===== src/rtl/sudoku_grid_loader.sv =====
// sudoku_grid_loader: assembles one framed 81-cell Sudoku puzzle from the UART byte stream.
// Build macro GRID_CHECKSUM_EN adds a trailing XOR checksum byte after the last cell.
module sudoku_grid_loader #(
    parameter int          N_CELLS        = 81,
    parameter logic [7:0]  SYNC_BYTE      = 8'h53,
    parameter logic [19:0] TIMEOUT_CYCLES = 20'd1000000
) (
    input  logic                 uart_sampling_clock,
    input  logic                 rst,
    input  logic                 byte_ready,
    input  logic [7:0]           uart_byte,
    input  logic                 grid_ack,
    output logic [4*N_CELLS-1:0] grid,
    output logic                 grid_valid,
    output logic                 loading,
    output logic                 error,
    output logic [1:0]           err_code,
    output logic                 overrun
);

    localparam int               IDX_W       = $clog2(N_CELLS);
    localparam logic [IDX_W-1:0] LAST_CELL   = IDX_W'(N_CELLS - 1);
    localparam logic [19:0]      TIMER_LAST  = TIMEOUT_CYCLES - 20'd1;
    localparam logic [1:0]       ERR_NONE    = 2'b00;
    localparam logic [1:0]       ERR_CHAR    = 2'b01;
    localparam logic [1:0]       ERR_TIMEOUT = 2'b10;

`ifdef GRID_CHECKSUM_EN
    localparam logic [1:0]       ERR_CSUM    = 2'b11;

    typedef enum logic [1:0] {
        S_IDLE = 2'd0,
        S_LOAD = 2'd1,
        S_DONE = 2'd2,
        S_CHK  = 2'd3
    } state_t;
`else
    typedef enum logic [1:0] {
        S_IDLE = 2'd0,
        S_LOAD = 2'd1,
        S_DONE = 2'd2
    } state_t;
`endif

    function automatic logic is_digit(input logic [7:0] b);
        return (b >= 8'h30) && (b <= 8'h39);
    endfunction

    state_t           state_r;
    logic             ready_q_r;
    logic [IDX_W-1:0] cell_idx_r;
    logic [19:0]      timer_r;
    logic             strobe_s;
    logic             digit_s;
    logic             timeout_s;
`ifdef GRID_CHECKSUM_EN
    logic [7:0]       xor_r;
`endif

    assign strobe_s  = byte_ready & ~ready_q_r;
    assign digit_s   = is_digit(uart_byte);
    assign timeout_s = (timer_r == TIMER_LAST);

    // Frame FSM; every output is a register written only here.
    always_ff @(posedge uart_sampling_clock) begin
        if (rst) begin
            state_r    <= S_IDLE;
            ready_q_r  <= 1'b0;
            cell_idx_r <= '0;
            timer_r    <= 20'd0;
            grid       <= '0;
            grid_valid <= 1'b0;
            loading    <= 1'b0;
            error      <= 1'b0;
            err_code   <= ERR_NONE;
            overrun    <= 1'b0;
`ifdef GRID_CHECKSUM_EN
            xor_r      <= 8'h00;
`endif
        end else begin
            ready_q_r <= byte_ready;
            error     <= 1'b0;
            case (state_r)
                S_IDLE: begin
                    if (strobe_s && (uart_byte == SYNC_BYTE)) begin
                        state_r    <= S_LOAD;
                        loading    <= 1'b1;
                        cell_idx_r <= '0;
                        timer_r    <= 20'd0;
`ifdef GRID_CHECKSUM_EN
                        xor_r      <= 8'h00;
`endif
                    end
                end
                S_LOAD: begin
                    if (strobe_s) begin
                        if (digit_s) begin
                            // ASCII '0'..'9' carry the cell value in their low nibble.
                            grid[{cell_idx_r, 2'b00} +: 4] <= uart_byte[3:0];
                            timer_r <= 20'd0;
`ifdef GRID_CHECKSUM_EN
                            xor_r   <= xor_r ^ uart_byte;
`endif
                            if (cell_idx_r == LAST_CELL) begin
`ifdef GRID_CHECKSUM_EN
                                state_r    <= S_CHK;
`else
                                state_r    <= S_DONE;
                                grid_valid <= 1'b1;
                                loading    <= 1'b0;
`endif
                            end else begin
                                cell_idx_r <= cell_idx_r + IDX_W'(1);
                            end
                        end else begin
                            state_r  <= S_IDLE;
                            loading  <= 1'b0;
                            error    <= 1'b1;
                            err_code <= ERR_CHAR;
                        end
                    end else if (timeout_s) begin
                        state_r  <= S_IDLE;
                        loading  <= 1'b0;
                        error    <= 1'b1;
                        err_code <= ERR_TIMEOUT;
                    end else begin
                        timer_r <= timer_r + 20'd1;
                    end
                end
`ifdef GRID_CHECKSUM_EN
                S_CHK: begin
                    if (strobe_s) begin
                        loading <= 1'b0;
                        if (uart_byte == xor_r) begin
                            state_r    <= S_DONE;
                            grid_valid <= 1'b1;
                        end else begin
                            state_r  <= S_IDLE;
                            error    <= 1'b1;
                            err_code <= ERR_CSUM;
                        end
                    end else if (timeout_s) begin
                        state_r  <= S_IDLE;
                        loading  <= 1'b0;
                        error    <= 1'b1;
                        err_code <= ERR_TIMEOUT;
                    end else begin
                        timer_r <= timer_r + 20'd1;
                    end
                end
`endif
                S_DONE: begin
                    // The grid is frozen here; any byte that arrives is lost.
                    if (strobe_s) begin
                        overrun <= 1'b1;
                    end
                    if (grid_ack) begin
                        state_r    <= S_IDLE;
                        grid_valid <= 1'b0;
                    end
                end
                default: begin
                    state_r    <= S_IDLE;
                    grid_valid <= 1'b0;
                    loading    <= 1'b0;
                end
            endcase
        end
    end

endmodule

===== config.mk =====
export PLATFORM = sky130hd
export DESIGN_NAME = sudoku_grid_loader
export DESIGN_NICKNAME = d
export VERILOG_FILES = /design/src/rtl/sudoku_grid_loader.sv
export SDC_FILE = /design/constraint.sdc
export NUM_CORES = 1
export LEC_CHECK = 0
export CAP_MARGIN = 20
export CORE_MARGIN = 1.5
export CORE_UTILIZATION = 46
export CTS_CLUSTER_DIAMETER = 150
export DETAILED_ROUTE_END_ITERATION = 16
export PLACE_DENSITY = 0.77
export SLEW_MARGIN = 15
export SYNTH_ARGS = -nofsm -noshare
export SYNTH_HDL_FRONTEND = slang
export SYNTH_SLANG_ARGS = --single-unit
export TNS_END_PERCENT = 20

===== constraint.sdc =====
create_clock -name uart_sampling_clock -period 2.6 [get_ports uart_sampling_clock]
set_input_delay 0.26 -clock uart_sampling_clock [delete_from_list [all_inputs] [get_ports uart_sampling_clock]]
set_output_delay 0.26 -clock uart_sampling_clock [all_outputs]
set_load 0.005 [all_outputs]

**Yosys cells after proc, flatten, opt, wreduce, memory -nomap -nowiden**

Index checks and enable logic that the tools add are counted.

- Word-level logic and storage cells: 87
- Register bits after elaboration: 360
- Output and inout bits: 330

- Reduce and logical (&&, ||, !) cells: 14
- Shift-type cells: 2
- Muxes and demuxes: 35
- Bitwise gates (word level): 5
- $add $sub $neg: 3
- Eq/ne operators: 16
- $lt $le $gt $ge: 2

Operator list:

| kind | number |
|---|---|
| $bwmux W324 | 1 |
| $shift A4 B11 Y324 const A | 1 |
| $shiftx A4 B11 Y324 | 1 |
| $mux W20 | 4 |
| $pmux W20 S2 | 1 |
| $mux W7 | 4 |
| $add A20 B1 Y20 const B | 1 |
| $eq A20 B20 Y1 const B | 1 |
| $mux W2 | 9 |
| $ne A2 B2 Y1 const B | 7 |
| $pmux W7 S2 | 1 |
| $mux W1 | 12 |
| $reduce_and A4 Y1 | 3 |
| $neg A9 Y11 | 1 |
| $reduce_and A5 Y1 | 2 |
| $ne A3 B3 Y1 const B | 3 |
| $eq A8 B7 Y1 const B | 1 |
| $ge A8 B6 Y1 const B | 1 |
| $le A8 B6 Y1 const B | 1 |
| $add A7 B1 Y7 const B | 1 |
| $eq A7 B7 Y1 const B | 1 |
| $pmux W1 S3 | 2 |
| $pmux W2 S3 | 1 |
| $reduce_and A3 Y1 | 2 |
| other kinds (10) | 15 |

**Longest topological paths before layout**

- Depth in word-level cells: 5
- Gate-level depth with buffers: 11
- Mapped depth without buffers: 7

**Worst setup path before layout**

OpenSTA, ideal clock, no wires.

- Path type: reg2reg
- Start: register cell_idx_r[0]
- End: register grid[280]
- Period minus slack after synthesis: 2810 ps
- Buffers on the path: 2
- Stages on the path, launching flop included: 10
- Data required time: 2528 ps
- Setup slack: -210 ps
- Arrival: 2739 ps
- Setup time: 72 ps
- Path through: dfxtp_1 > clkbuf_1 > inv_1 > ha_1 > buf_2 > xor2_1 > and2_0 > nand2_1 > nor3_2 > mux2i_1

- Longest elaborated chain between the ends: 3
- Elaborated cells between the ends (all ways): 4
- Classes of those cells: add/sub (1); shift (2); mux (1)

Ends and longest elaborated chain:

| element | RTL line | source |
|---|---|---|
| from (decl) | 51 | `logic [IDX_W-1:0] cell_idx_r;` |
| from (signal assigned) | 113 | `cell_idx_r <= cell_idx_r + IDX_W'(1);` |
| $neg A9 Y11 * | 99 | `grid[{cell_idx_r, 2'b00} +: 4] <= uart_byte[3:0];` |
| $shiftx A4 B11 Y324 or $shift A4 B11 Y324 (tied branches) | 99 |  |
| $bwmux W324 * | 99 |  |
| to (signal, indexed assignment) | 99 |  |
| to (decl) | 13 | `output logic [4*N_CELLS-1:0] grid,` |

Mark *: on every way between the ends. The rest lies on a longest branch, timed or not.
A chain may end at the register's enable or synchronous reset.

**Worst setup path after layout**

- Start: register cell_idx_r[1]
- End: register grid[50]

Same word-level chain as after synthesis.

==> flow_metrics.tcl <==
set metrics [dict create \
    outcome "completed" \
    slew_headroom_pct 51.7 \
    cts_buffer_depth 3 \
    cp_max_fo 16 \
    via_per_inst 5.65 \
    nets 2009 \
    start_util_pct 47.0 \
    grt_start_max_net_pins 90 \
    multi_input_area_um2 7910 \
    die_x_um 186 \
    crit_start "cell_idx_r[1]$_SDFFE_PP0P_" \
    seqPwrFrac_pct 49.4 \
    ys_seq_elements 360 \
    power.leakage_nw 8.56 \
    async_flop_share_pct 0 \
    drv_cap 0 \
    dieArea_um2 34500 \
    rows 66 \
    synth_top_area_share_pct 46.9 \
    die_y_um 186 \
    area_growth_pct 39.6 \
    grt_pass1_wl_um 79000 \
    grt_pass1_vias 13699 \
    arrival_ps 2960 \
    internal-power_w 0.00885 \
    synth_top_family_by_area "simple AND/OR/NAND/NOR gates" \
    netlist_top_cells_area "dfxtp_1 47%, mux2i_1 19%, nand2_1 8.3%" \
    globalRoute.totalOverflow 0 \
    clock_latency_ps 520 \
    timing.final.crit_period_ps 2520 \
    drc 0 \
    rsz0062_at_grt "true" \
    antenna_found_initial 0 \
    worstSetupPathType "register to register" \
    p_sw_share_pct 20.8 \
    max_clock_freq_mhz 396 \
    finalClockSkew_ps 18.9 \
    synth_compound_area_share_pct 5.66 \
    p_comb_share_pct 2.0 \
    ctsHoldBuffers 0 \
    slew_viol_final 0 \
    pwr_density_cell_nw_per_um2 521 \
    worst_pin_slew_ps 721 \
    synth_edf_count 0 \
    clock-sinks 360 \
    drt-pass1-iter-count 5 \
    ant_nets 0 \
    yosys.area_share.simple_pct 23.7 \
    gp_congestion 0.928 \
    cp-start-kind "register" \
    total_power_w 0.0112 \
    synth-main-ff-cell "dfxtp_1" \
    seq_area_um2 7210 \
    drt_iter0_markers 1234 \
    p_clk_share_pct 48.6 \
    regToRegSetupSlack_ps 80 \
    yosys.area_share.xor_xnor_pct 0.513 \
    synthMuxAreaShare_pct 19.4 \
    post-route-period-util_pct 97.0 \
    port_buffers 341 \
    finalHoldViolations 0 \
    setup_violations 0 \
    critical_path.endpoint "grid[50]$_SDFFE_PP0P_" \
    postSynthAreaPerCell_um2 9.62 \
    ys_seq_area_share_pct 46.9 \
    nFillCells 2624 \
    drt-wirelength-per-cell_um 21.2 \
    cts_buffers 38 \
    coreArea_um2 32700 \
    drive_gt1_share_pct 14.5 \
    ios 342 \
    netlist_area_um2 15400 \
    path_clk_slew_ps 60 \
    synth_nets 1616 \
    cts_tree "done" \
    hp-class "primary input to register" \
    cp-end-kind "register" \
    grt_use_total_pct 29.6 \
    switchingPower_w 0.00233 \
    root_buffer "clkbuf_16" \
    fin_setup_tns_ps 0 \
    synth_commonest_cells "360 x dfxtp_1, 339 x nand2_1, 296 x mux2i_1, 93 x nand3_1, 76 x clkbuf_1" \
    dp.final_hpwl_um 38600 \
    yosysWarningCount 0 \
    crit_required_ps 3030 \
    synth_area_leader_cell "dfxtp_1" \
    vdd_drop_max_uv 462 \
    synthesis.instances 1598 \
    r2r_cells 10 \
    yosysMostFrequentCell "dfxtp_1" \
    num_vias 13892 \
    num_antenna_cells 0 \
    htreeDepth 2 \
    ys_types 78 \
    r2r-end "grid[50]$_SDFFE_PP0P_" \
    wl_um 52200 \
    synthAdderAreaFrac_pct 0.488 \
    timing.rr.start "cell_idx_r[1]$_SDFFE_PP0P_" \
]
## final cells by class
class	instances	area share [%]
inverter	10	0.210
sequential	360	33.6
tap	442	2.58
clock buffer	58	5.26
clock inverter	8	0.566
multi-input combinational	1121	36.9
timing repair buffer	460	20.9
## registers in the layout, summed over array words and instances, names as in the netlist
name        cells
err_code        2
cell_idx_r      7
loading         1
error           1
ready_q_r       1
overrun         1
timer_r        20
grid          324
state_r         2
grid_valid      1
## per-stage QoR
step	worst slack (ps)	area [um2]	hold WS (ps)	cells	util, %
after floorplan	-87.1	15500	388	1598	-
after global placement	16.9	20100	443	2391	61.4
after detailed placement	-102	20100	447	2391	61.4
after CTS	-21.6	21300	332	2457	65.2
after global routing	-14.3	21400	374	2459	65.6
final	77.2	21400	353	2459	65.6
## power by group through the flow
stage | combinational, W | sequential (W) | clock (W)
4_1_cts | 0.000223 | 0.00552 | 0.00550
5_1_grt | 0.000240 | 0.00551 | 0.00573
3_3_place_gp | 0.000219 | 0.00564 | 0
6_report | 0.000227 | 0.00552 | 0.00543
2_1_floorplan | 0.000127 | 0.00564 | 0
3_5_place_dp | 0.000223 | 0.00564 | 0
## cells in the final DEF (no fill, tap or decap), types with 9 or more instances in the layout
cell and count:
dfxtp_1 360, nand2_1 334, a21oi_1 26, and3_1 13
a31o_2 18, nor2_1 38, or4_1 12, nand3_1 85
buf_4 103, o21ai_0 18, nor3_4 25, clkbuf_16 39
nor3_1 16, o31ai_1 9, buf_12 14, nand3_2 16
nor2b_1 11, mux2i_1 296, clkbuf_1 11, nor4_1 19
nand2b_1 10, inv_1 9, nand4_1 31, clkdlybuf4s50_1 340
or3_1 20
## metal layers
layer / vias to the layer above / part of all wire [%] / GRT usage (%)
met5: - / 0 / 0
met2: 600 / 48 / 49.3
met4: 0 / 4.4 / 13.2
met3: 128 / 7.7 / 6.03
li1: 6435 / - / -
met1: 6729 / 40 / 36.9
## kinds of logic after synthesis
kind of cell | count (synthesis)
AO/OA/AOI/OAI | 117
XOR/XNOR | 9
adder cells (fa/ha/maj) | 6
buffers and inverters | 117
flip-flops | 360
multiplexers | 298
AND/OR/NAND/NOR | 691
## critical path: stages (launching register included)
cell       delay (ps)
dfxtp_1           330
buf_4             160
or4_4             550
buf_4             180
nor3_4            230
buf_6             160
nor4_4             40
buf_4             170
buf_12            160
a41oi_2           290
o2bb2ai_1         160
## what timing repair did
item,CTS,global route
gates resized for setup,1,24
pin swaps,0,2
buffers inserted,0,2
endpoints found under the setup margin,27,183
## worst min path at each step
| stage | start | end | slack [ps] | cells after the start |
|---|---|---|---|---|
| after CTS | rst | grid[3]$_SDFFE_PP0P_ | 330 | 3 |
| after global routing | rst | grid[3]$_SDFFE_PP0P_ | 370 | 3 |
| final | rst | grid[3]$_SDFFE_PP0P_ | 350 | 3 |
| after floorplan | byte_ready | ready_q_r$_SDFF_PP0_ | 390 | 1 |
| after global placement | grid[77]$_SDFFE_PP0P_ | grid[77]$_SDFFE_PP0P_ | 440 | 2 |
| after detailed placement | grid[184]$_SDFFE_PP0P_ | grid[184]$_SDFFE_PP0P_ | 450 | 2 |
No activity file was read; power rests on OpenSTA's default activity.
